File: config.mk
export PLATFORM = sky130hd
export DESIGN_NAME = cla_serial_adder_flat
export DESIGN_NICKNAME = d
export VERILOG_FILES = /design/src/rtl/cla_pkg.sv /design/src/rtl/cla_serial_adder_if.sv /design/src/rtl/cla_serial_adder_cla4_slice.sv /design/src/rtl/cla_serial_adder.sv /design/src/flat_wrapper.sv
export SDC_FILE = /design/constraint.sdc
export NUM_CORES = 1
export LEC_CHECK = 0
export BUFFER_PORTS_ARGS = -buffer_cell sky130_fd_sc_hd__clkbuf_2
export CORE_MARGIN = 3
export CORE_UTILIZATION = 50
export CTS_BUF_LIST = sky130_fd_sc_hd__clkbuf_8 sky130_fd_sc_hd__clkbuf_16
export DETAILED_ROUTE_END_ITERATION = 8
export PLACE_DENSITY = 0.81
export SYNTH_ARGS = -nofsm -noshare
export SYNTH_HDL_FRONTEND = slang
export SYNTH_HIERARCHICAL = 1
export SYNTH_SLANG_ARGS = --single-unit
File: constraint.sdc
create_clock -name clk -period 4 [get_ports clk]
set_clock_uncertainty 0.05 [all_clocks]
set_input_delay 0.8 -clock clk [delete_from_list [all_inputs] [get_ports clk]]
set_output_delay 0.8 -clock clk [all_outputs]
set_load 0.02 [all_outputs]
File: src/rtl/cla_pkg.sv
`default_nettype none
// ============================================================================
//  Module   : cla_pkg
//  Purpose  : Shared definitions for the serial carry-look-ahead adder:
//             FSM state encoding and the slice width.
//  Config   : CLA_SERIAL_SUB_EN (consumed by the adder, not used here)
//  Revision : 1.0 - initial release
// ============================================================================
package cla_pkg;

    // FSM state encoding
    localparam logic [1:0] ST_IDLE = 2'd0;
    localparam logic [1:0] ST_RUN  = 2'd1;
    localparam logic [1:0] ST_DONE = 2'd2;

    // Bits processed per cycle by the look-ahead slice
    localparam int SLICE_W = 4;

endpackage : cla_pkg
`default_nettype wire

File: src/rtl/cla_serial_adder_if.sv
`default_nettype none
// ============================================================================
//  Module   : cla_serial_adder_if
//  Purpose  : Operand/result handshake bundle for cla_serial_adder.
//  Ports    : in_valid/in_ready/a/b/cin[/sub] - operand side
//             out_valid/out_ready/sum/cout    - result side
//             busy                            - adder is RUN or DONE
//  Modports : master - producer/consumer view, slave - adder view
//  Config   : CLA_SERIAL_SUB_EN adds the 1-bit 'sub' operand-side signal
//  Revision : 1.0 - initial release
// ============================================================================
interface cla_serial_adder_if #(
    parameter int WIDTH = 16
);
    logic             in_valid;
    logic             in_ready;
    logic [WIDTH-1:0] a;
    logic [WIDTH-1:0] b;
    logic             cin;
`ifdef CLA_SERIAL_SUB_EN
    logic             sub;
`endif
    logic             out_valid;
    logic             out_ready;
    logic [WIDTH-1:0] sum;
    logic             cout;
    logic             busy;

`ifdef CLA_SERIAL_SUB_EN
    modport master (
        output in_valid, a, b, cin, sub, out_ready,
        input  in_ready, out_valid, sum, cout, busy
    );
    modport slave (
        input  in_valid, a, b, cin, sub, out_ready,
        output in_ready, out_valid, sum, cout, busy
    );
`else
    modport master (
        output in_valid, a, b, cin, out_ready,
        input  in_ready, out_valid, sum, cout, busy
    );
    modport slave (
        input  in_valid, a, b, cin, out_ready,
        output in_ready, out_valid, sum, cout, busy
    );
`endif

endinterface : cla_serial_adder_if
`default_nettype wire

File: src/rtl/cla_serial_adder_cla4_slice.sv
`default_nettype none
// ============================================================================
//  Module   : cla4_slice
//  Purpose  : Combinational 4-bit carry-look-ahead adder slice. All internal
//             carries are formed directly from generate/propagate terms and
//             the slice carry in, so no ripple path exists inside the slice.
//  Ports    : a4, b4 (in, 4)  - slice operands
//             ci     (in, 1)  - slice carry in
//             s4     (out, 4) - slice sum
//             co     (out, 1) - slice carry out
//  Revision : 1.0 - initial release
// ============================================================================
module cla4_slice
    import cla_pkg::*;
(
    input  wire logic [SLICE_W-1:0] a4,
    input  wire logic [SLICE_W-1:0] b4,
    input  wire logic               ci,
    output logic      [SLICE_W-1:0] s4,
    output logic                    co
);

    logic [SLICE_W-1:0] w_g;
    logic [SLICE_W-1:0] w_p;
    logic [SLICE_W-1:0] w_c;

    assign w_g = a4 & b4;
    assign w_p = a4 ^ b4;

    // Look-ahead carries into each bit position
    assign w_c[0] = ci;
    assign w_c[1] = w_g[0] | (w_p[0] & ci);
    assign w_c[2] = w_g[1] | (w_p[1] & w_g[0]) | (w_p[1] & w_p[0] & ci);
    assign w_c[3] = w_g[2] | (w_p[2] & w_g[1]) | (w_p[2] & w_p[1] & w_g[0])
                  | (w_p[2] & w_p[1] & w_p[0] & ci);

    assign co = w_g[3] | (w_p[3] & w_g[2]) | (w_p[3] & w_p[2] & w_g[1])
              | (w_p[3] & w_p[2] & w_p[1] & w_g[0])
              | (w_p[3] & w_p[2] & w_p[1] & w_p[0] & ci);

    assign s4 = w_p ^ w_c;

endmodule : cla4_slice
`default_nettype wire

File: src/rtl/cla_serial_adder.sv
`default_nettype none
// ============================================================================
//  Module   : cla_serial_adder
//  Purpose  : Multi-cycle WIDTH-bit adder. Operands are latched on accept and
//             summed one 4-bit slice per cycle, LSB first, through a single
//             carry-look-ahead slice; the slice carry is held in a register
//             between cycles. Result is presented with valid/ready.
//  Params   : WIDTH - operand/sum width, multiple of 4 and >= 4
//  Ports    : clk   (in)  - rising-edge clock
//             rst_n (in)  - synchronous active-low reset
//             bus   (slave modport of cla_serial_adder_if):
//               in_valid/in_ready/a/b/cin[/sub], out_valid/out_ready/sum/
//               cout, busy
//  Config   : CLA_SERIAL_SUB_EN - adds 'sub'; when set the adder computes
//             A-B (B inverted, carry seeded with 1, cin ignored); cout=1
//             then means no borrow.
//  Revision : 1.0 - initial release
// ============================================================================
module cla_serial_adder #(
    parameter int WIDTH = 16
) (
    input wire logic         clk,
    input wire logic         rst_n,
    cla_serial_adder_if.slave bus
);
    import cla_pkg::*;

    localparam int NIBBLES = WIDTH / SLICE_W;
    localparam int c_cnt_w = (NIBBLES > 1) ? $clog2(NIBBLES) : 1;
    localparam logic [c_cnt_w-1:0] c_last = c_cnt_w'(NIBBLES - 1);

    logic [1:0]         r_state;
    logic [c_cnt_w-1:0] r_cnt;
    logic               r_carry;
    logic [WIDTH-1:0]   r_a;
    logic [WIDTH-1:0]   r_b;
    logic [WIDTH-1:0]   r_sum;
    logic               r_cout;
    logic               r_in_ready;
    logic               r_out_valid;
    logic               r_busy;
`ifdef CLA_SERIAL_SUB_EN
    logic               r_sub;
`endif

    logic [SLICE_W-1:0] w_a4;
    logic [SLICE_W-1:0] w_b4;
    logic [SLICE_W-1:0] w_s4;
    logic               w_co;
    logic               w_start_carry;

    // Current slice of the latched operands
    assign w_a4 = r_a[r_cnt*SLICE_W +: SLICE_W];
`ifdef CLA_SERIAL_SUB_EN
    // Subtraction is A + ~B + 1: invert B here, seed the carry with 1 on accept
    assign w_b4          = r_b[r_cnt*SLICE_W +: SLICE_W] ^ {SLICE_W{r_sub}};
    assign w_start_carry = bus.sub | bus.cin;
`else
    assign w_b4          = r_b[r_cnt*SLICE_W +: SLICE_W];
    assign w_start_carry = bus.cin;
`endif

    cla4_slice u_slice (
        .a4 (w_a4),
        .b4 (w_b4),
        .ci (r_carry),
        .s4 (w_s4),
        .co (w_co)
    );

    always_ff @(posedge clk) begin
        if (!rst_n) begin
            r_state     <= ST_IDLE;
            r_cnt       <= '0;
            r_carry     <= 1'b0;
            r_a         <= '0;
            r_b         <= '0;
            r_sum       <= '0;
            r_cout      <= 1'b0;
            r_in_ready  <= 1'b1;
            r_out_valid <= 1'b0;
            r_busy      <= 1'b0;
`ifdef CLA_SERIAL_SUB_EN
            r_sub       <= 1'b0;
`endif
        end else begin
            case (r_state)
                ST_IDLE: begin
                    if (bus.in_valid && r_in_ready) begin
                        r_a        <= bus.a;
                        r_b        <= bus.b;
                        r_carry    <= w_start_carry;
`ifdef CLA_SERIAL_SUB_EN
                        r_sub      <= bus.sub;
`endif
                        r_cnt      <= '0;
                        r_state    <= ST_RUN;
                        r_in_ready <= 1'b0;
                        r_busy     <= 1'b1;
                    end
                end
                ST_RUN: begin
                    r_sum[r_cnt*SLICE_W +: SLICE_W] <= w_s4;
                    r_carry <= w_co;
                    if (r_cnt == c_last) begin
                        r_cout      <= w_co;
                        r_state     <= ST_DONE;
                        r_out_valid <= 1'b1;
                    end else begin
                        r_cnt <= r_cnt + 1'b1;
                    end
                end
                ST_DONE: begin
                    // Result held until the consumer takes it; no accept here
                    if (bus.out_ready) begin
                        r_state     <= ST_IDLE;
                        r_out_valid <= 1'b0;
                        r_in_ready  <= 1'b1;
                        r_busy      <= 1'b0;
                    end
                end
                default: begin
                    r_state     <= ST_IDLE;
                    r_out_valid <= 1'b0;
                    r_in_ready  <= 1'b1;
                    r_busy      <= 1'b0;
                end
            endcase
        end
    end

    assign bus.in_ready  = r_in_ready;
    assign bus.out_valid = r_out_valid;
    assign bus.sum       = r_sum;
    assign bus.cout      = r_cout;
    assign bus.busy      = r_busy;

endmodule : cla_serial_adder
`default_nettype wire
File: src/flat_wrapper.sv
// flat-port wrapper written by rule: the top's interface ports become plain ports
module cla_serial_adder_flat import cla_pkg::*;
#(
    parameter int WIDTH = 16
)
  (clk, rst_n, bus_in_valid, bus_a, bus_b, bus_cin, bus_out_ready, bus_in_ready, bus_out_valid, bus_sum, bus_cout, bus_busy);
  cla_serial_adder_if #(.WIDTH(WIDTH)) bus_i ();
  input wire logic clk;
  input wire logic rst_n;
  input wire logic [$bits(bus_i.in_valid)-1:0] bus_in_valid;
  input wire logic [$bits(bus_i.a)-1:0] bus_a;
  input wire logic [$bits(bus_i.b)-1:0] bus_b;
  input wire logic [$bits(bus_i.cin)-1:0] bus_cin;
  input wire logic [$bits(bus_i.out_ready)-1:0] bus_out_ready;
  output wire logic [$bits(bus_i.in_ready)-1:0] bus_in_ready;
  output wire logic [$bits(bus_i.out_valid)-1:0] bus_out_valid;
  output wire logic [$bits(bus_i.sum)-1:0] bus_sum;
  output wire logic [$bits(bus_i.cout)-1:0] bus_cout;
  output wire logic [$bits(bus_i.busy)-1:0] bus_busy;
  assign bus_i.in_valid = bus_in_valid;
  assign bus_i.a = bus_a;
  assign bus_i.b = bus_b;
  assign bus_i.cin = bus_cin;
  assign bus_i.out_ready = bus_out_ready;
  assign bus_in_ready = bus_i.in_ready;
  assign bus_out_valid = bus_i.out_valid;
  assign bus_sum = bus_i.sum;
  assign bus_cout = bus_i.cout;
  assign bus_busy = bus_i.busy;
  cla_serial_adder #(.WIDTH(WIDTH)) u_core (.clk(clk), .rst_n(rst_n), .bus(bus_i));
endmodule
==> impl_metrics.tcl <==
set metrics [dict create \
    slowest_delay_ps 810 \
    initial_utilization_pct 53.8 \
    arrival_ps 3140 \
    yosys.area_share.simple_pct 18.9 \
    ys_top_cells_by_area "dfxtp_1 43%, nand2_1 11%, a21boi_0 8.5%" \
    io-pin-count 57 \
    cp.depth 7 \
    cts_tree "built" \
    cts_num_sinks 57 \
    end_kind "register" \
    drv_slew 0 \
    dieArea_sq_um 6200 \
    holdPathStages 2 \
    path_delay_family "flip-flops" \
    yosys_warnings 6 \
    powerDensity_nw_per_um2 433 \
    critPathMaxFanout 16 \
    cts_max_level 3 \
    postRouteAntennaNets 0 \
    die_x_um 78.7 \
    synth_commonest_cells "77 x nand2_1, 57 x dfxtp_1, 30 x a21boi_0, 10 x ha_1, 9 x a21boi_1" \
    pre_cts_slack_ps 1060 \
    viasPerCell 5.34 \
    grt_usage_pct 19.7 \
    setup_viol 0 \
    period_share_pct 73.2 \
    rows 25 \
    cp_cell_sequence "mux4_2 -> ha_1 -> a21o_1 -> a31o_1 -> xor2_1 -> nand4_1 -> a21boi_0" \
    numCtsBuffers 9 \
    fill_cells 414 \
    critical_path_class "register to register" \
    firstDrtPassIters 4 \
    dpl.hpwl_mm 3.97 \
    drt_iter0_markers 87 \
    synth_top_area_share_pct 43.2 \
    critPathRequiredTime_ps 4210 \
    peakVddDrop_v 0.000254 \
    fmax_mhz 341 \
    fin_crit_ps 2930 \
    syn2layout_area_growth_pct 17.3 \
    synth_edf_count 0 \
    diodes 0 \
    muxShareOfSynthArea_pct 6.81 \
    p_leak_nw 1.31 \
    synth_cells 278 \
    grt_pass1_vias 2026 \
    insertion_delay_ps 320 \
    crit_path_top_delay_cell "dfxtp_1" \
    hold_class "register to register" \
    port_buffers 56 \
    finalPower_w 0.00134 \
    grt_overflow 0 \
    synth_xor_xnor_area_share_pct 0.994 \
    slew-limit-headroom_pct 41.7 \
    post_cts_buffers 0 \
    clk_pin_slew_ps 60 \
    status "finished clean" \
    reg2reg_depth 7 \
    gp_congestion 0.776 \
    synth.avg_cell_area_sq_um 9.51 \
    async_flop_share_pct 0 \
    synthesis.area_sq_um 2640 \
    cts_max_path_buffers 2 \
    multi_input_area_sq_um 1350 \
    final_nets 376 \
    grt_setup_unrepaired "false" \
    synth-seq-area-share_pct 43.2 \
    synthFlopType "dfxtp_1" \
    tns_ps 0 \
    synth_cell_types 41 \
    setup_ws_ps 1070 \
    hold_viol_final 0 \
    worst_setup_path_start_kind "register" \
    wirelength_mm 5.66 \
    utilization_pct 63.1 \
    grt_max_degree 58 \
    synth-compound-area-share_pct 19.0 \
    wire_per_inst_um 14.1 \
    worstMarginPinSlew_ps 874 \
    max_cap_violations 0 \
    drive_above_1_share_pct 25.5 \
    synth-adder-area-share_pct 5.49 \
    post_cts_resized 0 \
    ctsHoldBuffers 0 \
    die_h_um 78.7 \
    synth_top_area_cell "dfxtp_1" \
    synthesis.nets 326 \
    coreArea_sq_um 4910 \
    synth-seq-cells 57 \
    synth_most_common_cell "nand2_1" \
    crit_buf_inv 0 \
    regArea_sq_um 1140 \
    antenna_found_initial 0 \
    vias 2137 \
    cts_root_buffer "clkbuf_8" \
    synth_top_family_by_area "compound AO/OA/AOI/OAI gates" \
    grt_pass1_wl_mm 9.49 \
    route.detailed.drc 0 \
]
## layer usage
layer | up-vias | GRT usage, % | share of wire, %
li1 | 1064 | - | -
met1 | 1007 | 25.1 | 46
met2 | 55 | 30.8 | 46
met3 | 11 | 4.76 | 5.2
met4 | 0 | 10.7 | 2.1
met5 | - | 0 | 0
## cells in the final DEF, fill, tap and decap left out, drive strengths merged, types with 3 or more instances in the layout
master / netlist / layout
mux4: 8 / 8
dfxtp: 57 / 57
and4: 3 / 3
nand2: 77 / 77
inv: 7 / 9
clkbuf: 6 / 68
nor2: 4 / 4
ha: 10 / 10
a21oi: 5 / 5
a21o: 3 / 3
a22o: 8 / 8
nor3: 3 / 3
o21ai: 4 / 4
o22ai: 4 / 4
nor2b: 4 / 4
nand4: 4 / 4
a21boi: 39 / 39
## worst paths after layout
| check | startpoint | slack, ps | endpoint |
|---|---|---|---|
| setup reg to reg | u_core/r_cnt[0] | 1070 | u_core/bus.sum[3] |
| hold / removal | u_core/r_b[14] | 410 | u_core/r_b[14] |
| hold reg to reg | u_core/r_b[14] | 410 | u_core/r_b[14] |
| setup / recovery | u_core/r_cnt[0] | 1070 | u_core/bus.sum[3] |
## where the power goes
part	switching, W	internal (W)	leakage, nW
clock network	0.000213	0.000333	0.115
logic	0.0000988	0.0000746	0.728
registers	0.0000263	0.000597	0.465
## kinds of logic after synthesis
group	count (synthesis)
compound gates	68
simple gates	106
mux	8
flops	57
fa+ha+maj	11
buf+inv	25
xor+xnor	3
## registers in the layout, indices dropped and copies added (netlist names)
name                  flops
u_core/r_b               16
u_core/r_carry            1
u_core/r_a               16
u_core/bus.in_ready       1
u_core/bus.busy           1
u_core/bus.sum           16
u_core/r_state            2
u_core/r_cnt              2
u_core/bus.cout           1
u_core/bus.out_valid      1
## worst min-delay path, stage by stage (launching register included)
cell	delay [ps]
dfxtp_1	310
nand2_1	50
a21boi_1	50
## layout make-up
cell class | instances | area share (%)
Multi-Input combinational cell | 196 | 43.7
Clock buffer | 12 | 5.33
Tap cell | 67 | 2.70
Inverter | 7 | 0.847
Clock inverter | 4 | 1.37
Sequential cell | 57 | 36.8
Timing Repair Buffer | 57 | 9.28
## through the flow
step | instance area (sq um) | hold WS, ps | instances
3_3_place_gp | 2890 | 395 | 384
3_5_place_dp | 2890 | 400 | 384
6_report | 3100 | 407 | 400
4_1_cts | 3100 | 408 | 400
2_1_floorplan | 2640 | 382 | 278
5_1_grt | 3100 | 433 | 400
(Power assumes the default switching activity.)
